### config.mk
export PLATFORM = sky130hd
export DESIGN_NAME = multicycle_sequencer_flat
export DESIGN_NICKNAME = d
export VERILOG_FILES = /design/src/rtl/multicycle_sequencer_if.sv /design/src/rtl/multicycle_sequencer.sv /design/src/flat_wrapper.sv
export SDC_FILE = /design/constraint.sdc
export NUM_CORES = 1
export LEC_CHECK = 0
export CORE_MARGIN = 4
export CORE_UTILIZATION = 45
export CTS_CLUSTER_DIAMETER = 100
export DETAILED_ROUTE_END_ITERATION = 10
export HOLD_SLACK_MARGIN = 0.08
export PLACE_DENSITY = 0.86
export SYNTH_ARGS = -nofsm -noshare
export SYNTH_HDL_FRONTEND = slang
export SYNTH_SLANG_ARGS = --single-unit
### constraint.sdc
create_clock -name clock -period 2.1 [get_ports clock]
set_input_delay 0.525 -clock clock [delete_from_list [all_inputs] [get_ports clock]]
set_output_delay 0.525 -clock clock [all_outputs]
set_load 0.02 [all_outputs]
### src/rtl/multicycle_sequencer_if.sv
// Control bus between the multi-cycle sequencer and the datapath/memories.
// master = sequencer side, slave = datapath side.
interface multicycle_sequencer_if #(
    parameter int RET_W = 32
);
    logic [6:0]       opcode;
    logic             branch_taken;
    logic             imem_ack;
    logic             dmem_ack;
    logic             imem_req;
    logic             dmem_req;
    logic             ir_wr;
    logic             pc_wr;
    logic             pc_src;
    logic             brnch;
    logic             mem_rd;
    logic             mem_wr;
    logic             mem_to_rgs;
    logic             alu_src;
    logic [3:0]       alu_op;
    logic             reg_wr;
    logic [2:0]       state;
    logic             trap;
    logic [RET_W-1:0] retired;

    modport master (
        input  opcode, branch_taken, imem_ack, dmem_ack,
        output imem_req, dmem_req, ir_wr, pc_wr, pc_src, brnch, mem_rd, mem_wr,
               mem_to_rgs, alu_src, alu_op, reg_wr, state, trap, retired
    );

    modport slave (
        output opcode, branch_taken, imem_ack, dmem_ack,
        input  imem_req, dmem_req, ir_wr, pc_wr, pc_src, brnch, mem_rd, mem_wr,
               mem_to_rgs, alu_src, alu_op, reg_wr, state, trap, retired
    );
endinterface

### src/rtl/multicycle_sequencer.sv
// Multi-cycle FETCH/DECODE/EXEC/MEM/WB control sequencer with a memory-ack
// watchdog, sticky trap and retired-instruction counter.
module multicycle_sequencer #(
    parameter int TIMEOUT = 15,
    parameter int RET_W   = 32
) (
    input logic                   clock,
    input logic                   reset,
    multicycle_sequencer_if.master bus
);
    typedef enum logic [2:0] {
        ST_FETCH  = 3'd0,
        ST_DECODE = 3'd1,
        ST_EXEC   = 3'd2,
        ST_MEM    = 3'd3,
        ST_WB     = 3'd4,
        ST_TRAP   = 3'd5
    } state_t;

    typedef enum logic [2:0] {
        CL_R   = 3'd0,
        CL_I   = 3'd1,
        CL_LD  = 3'd2,
        CL_ST  = 3'd3,
        CL_BR  = 3'd4,
        CL_ILL = 3'd5
    } class_t;

    localparam logic [3:0] ALU_ADD   = 4'd0;
    localparam logic [3:0] ALU_SUB   = 4'd1;
    localparam logic [3:0] ALU_RFUNC = 4'd2;
    localparam logic [3:0] ALU_IFUNC = 4'd3;

    // The watchdog only needs to count up to TIMEOUT-1 before the trap fires.
    localparam int              WDW     = (TIMEOUT > 1) ? $clog2(TIMEOUT) : 1;
    localparam logic [WDW-1:0]  WD_LAST = WDW'((TIMEOUT > 0) ? TIMEOUT - 1 : 0);

    state_t           r_state;
    class_t           r_class;
    logic [WDW-1:0]   r_wdog;
    logic [RET_W-1:0] r_retired;
    logic             r_trap;

    state_t     w_nextState;
    class_t     w_decClass;
    logic       w_retire;
    logic       w_waiting;
    logic       w_expired;
    logic       w_imemReq;
    logic       w_dmemReq;
    logic       w_irWr;
    logic       w_pcWr;
    logic       w_pcSrc;
    logic       w_brnch;
    logic       w_memRd;
    logic       w_memWr;
    logic       w_memToRgs;
    logic       w_aluSrc;
    logic [3:0] w_aluOp;
    logic       w_regWr;

    always_comb begin
        case (bus.opcode)
            7'b0110011: w_decClass = CL_R;
            7'b0010011: w_decClass = CL_I;
            7'b0000011: w_decClass = CL_LD;
            7'b0100011: w_decClass = CL_ST;
            7'b1100011: w_decClass = CL_BR;
            default:    w_decClass = CL_ILL;
        endcase
    end

    assign w_waiting = ((r_state == ST_FETCH) && !bus.imem_ack) ||
                       ((r_state == ST_MEM)   && !bus.dmem_ack);
    assign w_expired = (TIMEOUT != 0) && (r_wdog == WD_LAST);

    always_comb begin
        w_nextState = r_state;
        w_retire    = 1'b0;
        w_imemReq   = 1'b0;
        w_dmemReq   = 1'b0;
        w_irWr      = 1'b0;
        w_pcWr      = 1'b0;
        w_pcSrc     = 1'b0;
        w_brnch     = 1'b0;
        w_memRd     = 1'b0;
        w_memWr     = 1'b0;
        w_memToRgs  = 1'b0;
        w_aluSrc    = 1'b0;
        w_aluOp     = ALU_ADD;
        w_regWr     = 1'b0;

        case (r_state)
            ST_FETCH: begin
                w_imemReq = 1'b1;
                if (bus.imem_ack) begin
                    w_irWr      = 1'b1;
                    w_pcWr      = 1'b1;
                    w_nextState = ST_DECODE;
                end else if (w_expired) begin
                    w_nextState = ST_TRAP;
                end
            end
            ST_DECODE: begin
                w_nextState = (w_decClass == CL_ILL) ? ST_TRAP : ST_EXEC;
            end
            ST_EXEC: begin
                case (r_class)
                    CL_R: begin
                        w_aluOp     = ALU_RFUNC;
                        w_nextState = ST_WB;
                    end
                    CL_I: begin
                        w_aluOp     = ALU_IFUNC;
                        w_aluSrc    = 1'b1;
                        w_nextState = ST_WB;
                    end
                    CL_LD, CL_ST: begin
                        w_aluOp     = ALU_ADD;
                        w_aluSrc    = 1'b1;
                        w_nextState = ST_MEM;
                    end
                    CL_BR: begin
                        w_brnch     = 1'b1;
                        w_aluOp     = ALU_SUB;
                        w_pcWr      = bus.branch_taken;
                        w_pcSrc     = 1'b1;
                        w_retire    = 1'b1;
                        w_nextState = ST_FETCH;
                    end
                    default: w_nextState = ST_TRAP;
                endcase
            end
            ST_MEM: begin
                w_dmemReq = 1'b1;
                w_memRd   = (r_class == CL_LD);
                w_memWr   = (r_class == CL_ST);
                if (bus.dmem_ack) begin
                    w_nextState = (r_class == CL_LD) ? ST_WB : ST_FETCH;
                    w_retire    = (r_class != CL_LD);
                end else if (w_expired) begin
                    w_nextState = ST_TRAP;
                end
            end
            ST_WB: begin
                w_regWr     = 1'b1;
                w_memToRgs  = (r_class == CL_LD);
                w_retire    = 1'b1;
                w_nextState = ST_FETCH;
            end
            ST_TRAP: w_nextState = ST_TRAP;
            default: w_nextState = ST_FETCH;
        endcase

        // Reset abandons the current instruction: nothing may be written this cycle.
        if (reset) begin
            w_nextState = ST_FETCH;
            w_retire    = 1'b0;
            w_imemReq   = 1'b0;
            w_dmemReq   = 1'b0;
            w_irWr      = 1'b0;
            w_pcWr      = 1'b0;
            w_pcSrc     = 1'b0;
            w_brnch     = 1'b0;
            w_memRd     = 1'b0;
            w_memWr     = 1'b0;
            w_memToRgs  = 1'b0;
            w_aluSrc    = 1'b0;
            w_aluOp     = ALU_ADD;
            w_regWr     = 1'b0;
        end
    end

    always_ff @(posedge clock) begin
        if (reset) begin
            r_state   <= ST_FETCH;
            r_class   <= CL_R;
            r_wdog    <= '0;
            r_retired <= '0;
            r_trap    <= 1'b0;
        end else begin
            r_state <= w_nextState;
            if (r_state == ST_DECODE) begin
                r_class <= w_decClass;
            end
            r_wdog <= w_waiting ? r_wdog + 1'b1 : '0;
            if (w_retire) begin
                r_retired <= r_retired + 1'b1;
            end
            if (w_nextState == ST_TRAP) begin
                r_trap <= 1'b1;
            end
        end
    end

    assign bus.imem_req   = w_imemReq;
    assign bus.dmem_req   = w_dmemReq;
    assign bus.ir_wr      = w_irWr;
    assign bus.pc_wr      = w_pcWr;
    assign bus.pc_src     = w_pcSrc;
    assign bus.brnch      = w_brnch;
    assign bus.mem_rd     = w_memRd;
    assign bus.mem_wr     = w_memWr;
    assign bus.mem_to_rgs = w_memToRgs;
    assign bus.alu_src    = w_aluSrc;
    assign bus.alu_op     = w_aluOp;
    assign bus.reg_wr     = w_regWr;
    assign bus.state      = reset ? 3'd0 : r_state;
    assign bus.trap       = r_trap & ~reset;
    assign bus.retired    = reset ? '0 : r_retired;
endmodule

### src/flat_wrapper.sv
// flat-port wrapper written by rule: the top's interface ports become plain ports
module multicycle_sequencer_flat 
#(
    parameter int TIMEOUT = 15,
    parameter int RET_W   = 32
)
  (clock, reset, bus_opcode, bus_branch_taken, bus_imem_ack, bus_dmem_ack, bus_imem_req, bus_dmem_req, bus_ir_wr, bus_pc_wr, bus_pc_src, bus_brnch, bus_mem_rd, bus_mem_wr, bus_mem_to_rgs, bus_alu_src, bus_alu_op, bus_reg_wr, bus_state, bus_trap, bus_retired);
  multicycle_sequencer_if #(.RET_W(RET_W)) bus_i ();
  input logic clock;
  input logic reset;
  input wire logic [$bits(bus_i.opcode)-1:0] bus_opcode;
  input wire logic [$bits(bus_i.branch_taken)-1:0] bus_branch_taken;
  input wire logic [$bits(bus_i.imem_ack)-1:0] bus_imem_ack;
  input wire logic [$bits(bus_i.dmem_ack)-1:0] bus_dmem_ack;
  output wire logic [$bits(bus_i.imem_req)-1:0] bus_imem_req;
  output wire logic [$bits(bus_i.dmem_req)-1:0] bus_dmem_req;
  output wire logic [$bits(bus_i.ir_wr)-1:0] bus_ir_wr;
  output wire logic [$bits(bus_i.pc_wr)-1:0] bus_pc_wr;
  output wire logic [$bits(bus_i.pc_src)-1:0] bus_pc_src;
  output wire logic [$bits(bus_i.brnch)-1:0] bus_brnch;
  output wire logic [$bits(bus_i.mem_rd)-1:0] bus_mem_rd;
  output wire logic [$bits(bus_i.mem_wr)-1:0] bus_mem_wr;
  output wire logic [$bits(bus_i.mem_to_rgs)-1:0] bus_mem_to_rgs;
  output wire logic [$bits(bus_i.alu_src)-1:0] bus_alu_src;
  output wire logic [$bits(bus_i.alu_op)-1:0] bus_alu_op;
  output wire logic [$bits(bus_i.reg_wr)-1:0] bus_reg_wr;
  output wire logic [$bits(bus_i.state)-1:0] bus_state;
  output wire logic [$bits(bus_i.trap)-1:0] bus_trap;
  output wire logic [$bits(bus_i.retired)-1:0] bus_retired;
  assign bus_i.opcode = bus_opcode;
  assign bus_i.branch_taken = bus_branch_taken;
  assign bus_i.imem_ack = bus_imem_ack;
  assign bus_i.dmem_ack = bus_dmem_ack;
  assign bus_imem_req = bus_i.imem_req;
  assign bus_dmem_req = bus_i.dmem_req;
  assign bus_ir_wr = bus_i.ir_wr;
  assign bus_pc_wr = bus_i.pc_wr;
  assign bus_pc_src = bus_i.pc_src;
  assign bus_brnch = bus_i.brnch;
  assign bus_mem_rd = bus_i.mem_rd;
  assign bus_mem_wr = bus_i.mem_wr;
  assign bus_mem_to_rgs = bus_i.mem_to_rgs;
  assign bus_alu_src = bus_i.alu_src;
  assign bus_alu_op = bus_i.alu_op;
  assign bus_reg_wr = bus_i.reg_wr;
  assign bus_state = bus_i.state;
  assign bus_trap = bus_i.trap;
  assign bus_retired = bus_i.retired;
  multicycle_sequencer #(.TIMEOUT(TIMEOUT), .RET_W(RET_W)) u_core (.clock(clock), .reset(reset), .bus(bus_i));
endmodule
======== After elaboration in Yosys (flattened, before gate mapping) ========
Index checks and enable logic that the tools add are counted.
storage, ports and cells
  bits in registers ....................... 43
  bits in latches ......................... 0
  RAM bits ................................ 0
  ROM bits ................................ 0
  bits of input ports ..................... 12
  word-level logic and storage cells ...... 80
  memories ................................ 0
cells by class
  $add $sub $neg .......................... 2
  $mul .................................... 0
  divide/modulo/power cells ............... 0
  order comparisons ....................... 0
  eq/ne operators ......................... 18
  shifts and indexed selects .............. 0
  muxes and demuxes ....................... 41
  bitwise gates (word level) .............. 3
  reduce and logical (&&, ||, !) cells .... 11
operator list
  kind                                                             number
  32-bit by 1-bit adder with 32-bit output, second input constant  1
  32-bit two-way mux                                               1
  3-bit one-hot mux with 5 select lines                            2
  1-bit two-way mux                                                25
  3-bit two-way mux                                                7
  3-bit == test, second input constant                             5
  7-bit by 6-bit == test with 1-bit output, second input constant  2
  3-bit by 2-bit == test with 1-bit output, second input constant  4
  3-bit one-hot mux with 3 select lines                            1
  4-bit two-way mux                                                2
  7-bit by 2-bit == test with 1-bit output, second input constant  1
  7-bit by 5-bit == test with 1-bit output, second input constant  1
  7-bit == test, second input constant                             1
  3-bit by 1-bit == test with 1-bit output, second input constant  2
  3-bit logical NOT                                                2
  2-bit one-hot mux with 3 select lines                            1
  2-bit OR reduction                                               3
  4-bit by 1-bit adder with 4-bit output, second input constant    1
  4-bit == test, second input constant                             1
  3-bit by 2-bit != test with 1-bit output, second input constant  1
  1-bit one-hot mux with 3 select lines                            1
  3-bit OR reduction                                               1
  1-bit logical AND                                                2
  1-bit logical NOT                                                2
  other kinds (4)                                                  5

======== Depth between registers and ports, before layout ========
Gate-level depths: netlist (run 1).
  depth in word-level cells ............... 7
  gate-level depth with buffers ........... 7

======== Least setup slack after synthesis (run 1) ========
Ideal clock, no wire load.
  path kind ............................... input port to output port
  from .................................... input reset
  to ...................................... output bus_ir_wr
  arrival ................................. 1934 ps
  data required time ...................... 1575 ps
  path slack .............................. -359 ps
  stages .................................. 4
  cells stage by stage .................... clkbuf_1 > buf_1 > nor4_1 > and2_1
on the way
  cells in the longest elaborated chain, start to end .. 1
ends and longest elaborated chain
  item               line                         source
  from (decl)        flat_wrapper.sv:10           input logic reset;
  1-bit two-way mux  multicycle_sequencer.sv:156  if (reset) begin
  to (decl)          flat_wrapper.sv:17           output wire logic [$bits(bus_i.ir_wr)-1:0] bus_ir_wr;
No other way between the ends.

======== Final worst setup path (run 1) ========
  from .................................... register u_core.r_class[0]
  to ...................................... register u_core.r_retired[5]
on the way
  cells in the longest elaborated chain, start to end .. 4
  elaborated cells on any way between the ends .. 6
  those cells by class .................... 2 x eq/ne; 4 x mux
ends and longest elaborated chain
  item                                                                              line                                                      source
  from (decl)                                                                       multicycle_sequencer.sv:39                                class_t r_class;
  from (signal assigned)                                                            multicycle_sequencer.sv:184                               r_class <= w_decClass;
  3-bit by 2-bit != test with 1-bit output / 3-bit == test (equally long branches)  multicycle_sequencer.sv:140, multicycle_sequencer.sv:108
  1-bit two-way mux (on tied branches)                                              multicycle_sequencer.sv:138, multicycle_sequencer.sv:108
  1-bit one-hot mux with 3 select lines *                                           multicycle_sequencer.sv:93                                case (r_state)
  1-bit two-way mux *                                                               multicycle_sequencer.sv:156
  to (signal assigned)                                                              multicycle_sequencer.sv:188                               r_retired <= r_retired + 1'b1;
  to (decl)                                                                         multicycle_sequencer.sv:41                                logic [RET_W-1:0] r_retired;
Mark *: on every way between the ends. The rest lies on a longest branch, timed or not.
A chain may end at the register's enable or synchronous reset.

==> flow_summary.ini, run 1 <==
[pwr]
intPower_mw = 1.22
pwr-share-clk_pct = 31.7
finalPower_mw = 1.72
p_sw_share_pct = 28.8
p_comb_share_pct = 18.6
leakagePower_nw = 1.66
p_seq_share_pct = 49.7
p_per_area_nw_per_um2 = 430
vdd_drop_max_mv = 0.488
power.switching_uw = 495

[run]
drv_cap = 0

[critical_path]
r2r_end = u_core.r_retired[5]
endpoint_kind = register
crit_path_end = u_core.r_retired[5]
crit_path_start_kind = register
reg2regPathDepth = 10
cp.required_ns = 2.30
criticalPathCategory = register to register
reg2reg_from = u_core.r_class[0]
crit_path_start = u_core.r_class[0]
critPathArrivalTime_ns = 2.35
reg2reg_slack_ns = -0.06
crit_fanout = 6

[layout]
finalNetCount = 446
stdcell_count = 504
synthToLayoutAreaGrowth_pct = 50.8
drive_above_1_share_pct = 32.4
diodes = 0

[clocking]
clock_latency_ns = 0.30
cts_buffers = 5
htreeDepth = 2
cts_tree = yes
cts_hold_buf = 0
path_clk_slew_ns = 0.09
clkSinkCount = 43
clockRootBuffer = clkbuf_8
clk_path_buf_depth = 2

[yosys]
synth_cells = 320
mappedNetlistArea_sq_um = 2650
synthTopCellsByCount = 57 x nor2_1, 43 x dfxtp_1, 30 x nor2b_1
synth.top_cell.area_share_pct = 32.5
yosysMostFrequentCell = nor2_1
ys_warn_count = 0
yosysUniqueCellTypes = 54
synth-edff-count = 0
ys_seq_area_share_pct = 32.5
synth.avg_cell_area_sq_um = 8.28
yosys-top-cells-area = dfxtp_1 32%, xnor2_1 8.6%, nor2_1 8.1%
async_flop_share_pct = 0
synth_area_leader_cell = dfxtp_1
synth_seq_cells = 43
synthFlopType = dfxtp_1

[timing]
maxSlewViolCount = 0
setup_violations = 2
skew_ns = 0.00560
finalWorstSetupSlack_ns = -0.0567
timing.final.crit_share_pct = 103
tns_ns = -0.0609
rsz0062_at_grt = yes
hold_slack_ns = 0.491
post-route-min-period_ns = 2.16
finalHoldViolCount = 0
max_freq_mhz = 464

[grt]
overflow = 0
grt_pass1_wl_microns = 12300
grt.total_usage_pct = 20.7
grt_pass1_vias = 2718
grt_start_max_net_pins = 21
antenna_found_initial = 0

[floorplanning]
fp-row-count = 27
die_w_microns = 84.7
start_util_pct = 47.3
die_area_sq_um = 7180
pin_count = 63
core_region_area_sq_um = 5610
die_height_microns = 84.7

[routing]
dr.first_iter.drc_count = 202
route.met2.wl_microns = 4300
highest_layer = met4
met1_length_microns = 3340
wl_met3_microns = 445
via_per_inst = 5.57
drc = 0
num_vias = 2808
ant_nets = 0
wl_per_cell_microns = 16.6
wl_microns = 8380
dr.pass1.iters = 5

[run_status]
violations = negative setup slack
outcome = finished with violations

[worst_hold_path]
hold_path_startpoint = u_core.r_wdog[0]
hold_path.class = register to register

[place]
dp_hpwl_microns = 5780
numPortBuffers = 60
globalplace.congestion = 0.883
place_ws_ns = -0.387
dp.cells = 492
power by group through the flow:
stage / logic, mW / registers (mW) / clock network [mW]
3_5_place_dp: 0.291 / 0.867 / 0
2_1_floorplan: 0.161 / 0.856 / 0
3_3_place_gp: 0.279 / 0.866 / 0
6_report: 0.320 / 0.853 / 0.544
4_1_cts: 0.288 / 0.850 / 0.555
5_1_grt: 0.344 / 0.856 / 0.587
critical path, stage by stage (launching register included):
cell	delay, ns
dfxtp_2	0.35
buf_4	0.15
nor3b_4	0.20
buf_4	0.15
a2bb2oi_4	0.07
buf_12	0.16
clkbuf_4	0.19
buf_4	0.19
a211oi_1	0.35
xnor2_1	0.18
nor2_1	0.06
layout by cell type (no fill, tap or decap), types with 5 or more instances in the layout:
cell / instances
buf_4: 63
nor2_1: 55
dlygate4sd2_1: 37
dfxtp_1: 37
nor2b_1: 30
xnor2_1: 26
nand2_1: 14
inv_1: 10
nand3_1: 10
a21oi_1: 9
clkdlybuf4s50_1: 9
a211oi_1: 7
buf_2: 7
mux2_2: 6
a2111oi_4: 6
dfxtp_2: 6
nand4_1: 5
a2111oi_2: 5
clkbuf_8: 5
metrics by stage:
stage                     utilization, %  cell area (sq um)
after detailed placement            67.2               3770
final                               71.3               4000
after global routing                71.3               4000
after CTS                           68.1               3820
after floorplan                        -               2700
after global placement              67.2               3770
logic make-up after synthesis:
kind of cell	after synthesis	share of synthesized area, %
AND/OR/NAND/NOR	157	32.2
AO/OA/AOI/OAI	47	15.7
flip-flops	43	32.5
buffers and inverters	34	5.81
XOR/XNOR	28	9.25
multiplexers	7	2.97
adder cells (fa/ha/maj)	3	1.42
other	1	0.142
sequential cells by signal (all words and copies together) (netlist names):
| signal | count |
|---|---|
| u_core.r_state | 3 |
| u_core.r_wdog | 4 |
| u_core.r_trap | 1 |
| u_core.r_class | 3 |
| u_core.r_retired | 32 |
repair_timing:
| action | in CTS | in global routing |
|---|---|---|
| gates cloned | 0 | 1 |
| pin swaps | 1 | 4 |
| resized for setup | 83 | 41 |
| setup buffers | 0 | 3 |
| setup endpoints to repair | 53 | 22 |
how the worst min path moves through the flow:
stage                        to  slack [ns]  cells after the start
6_report       u_core.r_wdog[0]        0.49                      1
5_1_grt        u_core.r_wdog[0]        0.55                      1
4_1_cts        u_core.r_wdog[0]        0.49                      1
3_5_place_dp   u_core.r_wdog[0]        0.47                      1
3_3_place_gp   u_core.r_wdog[0]        0.44                      1
2_1_floorplan  u_core.r_wdog[0]        0.43                      1
per-layer routing:
metal / GRT usage, % / vias to the layer above
met3: 3.63 / 30
met5: 0 / -
met1: 25.1 / 1322
li1: - / 1329
met4: 7.19 / 0
met2: 36.7 / 127
cell type report:
cell class	count	area (sq um)
Multi-Input combinational cell	244	1860
Fill cell	411	1610
Clock inverter	3	25.0
Sequential cell	43	868
Tap cell	72	90.1
Clock buffer	5	68.8
Timing Repair Buffer	127	1050
Inverter	10	37.5
(Power assumes the default switching activity.)
==> inputs of run 2 (changes only) <==
Settings changed: HOLD_SLACK_MARGIN 0.08 to unset.
==> results of run 2 <==
Final layout, timing and power as in run 1 (identical DEF).
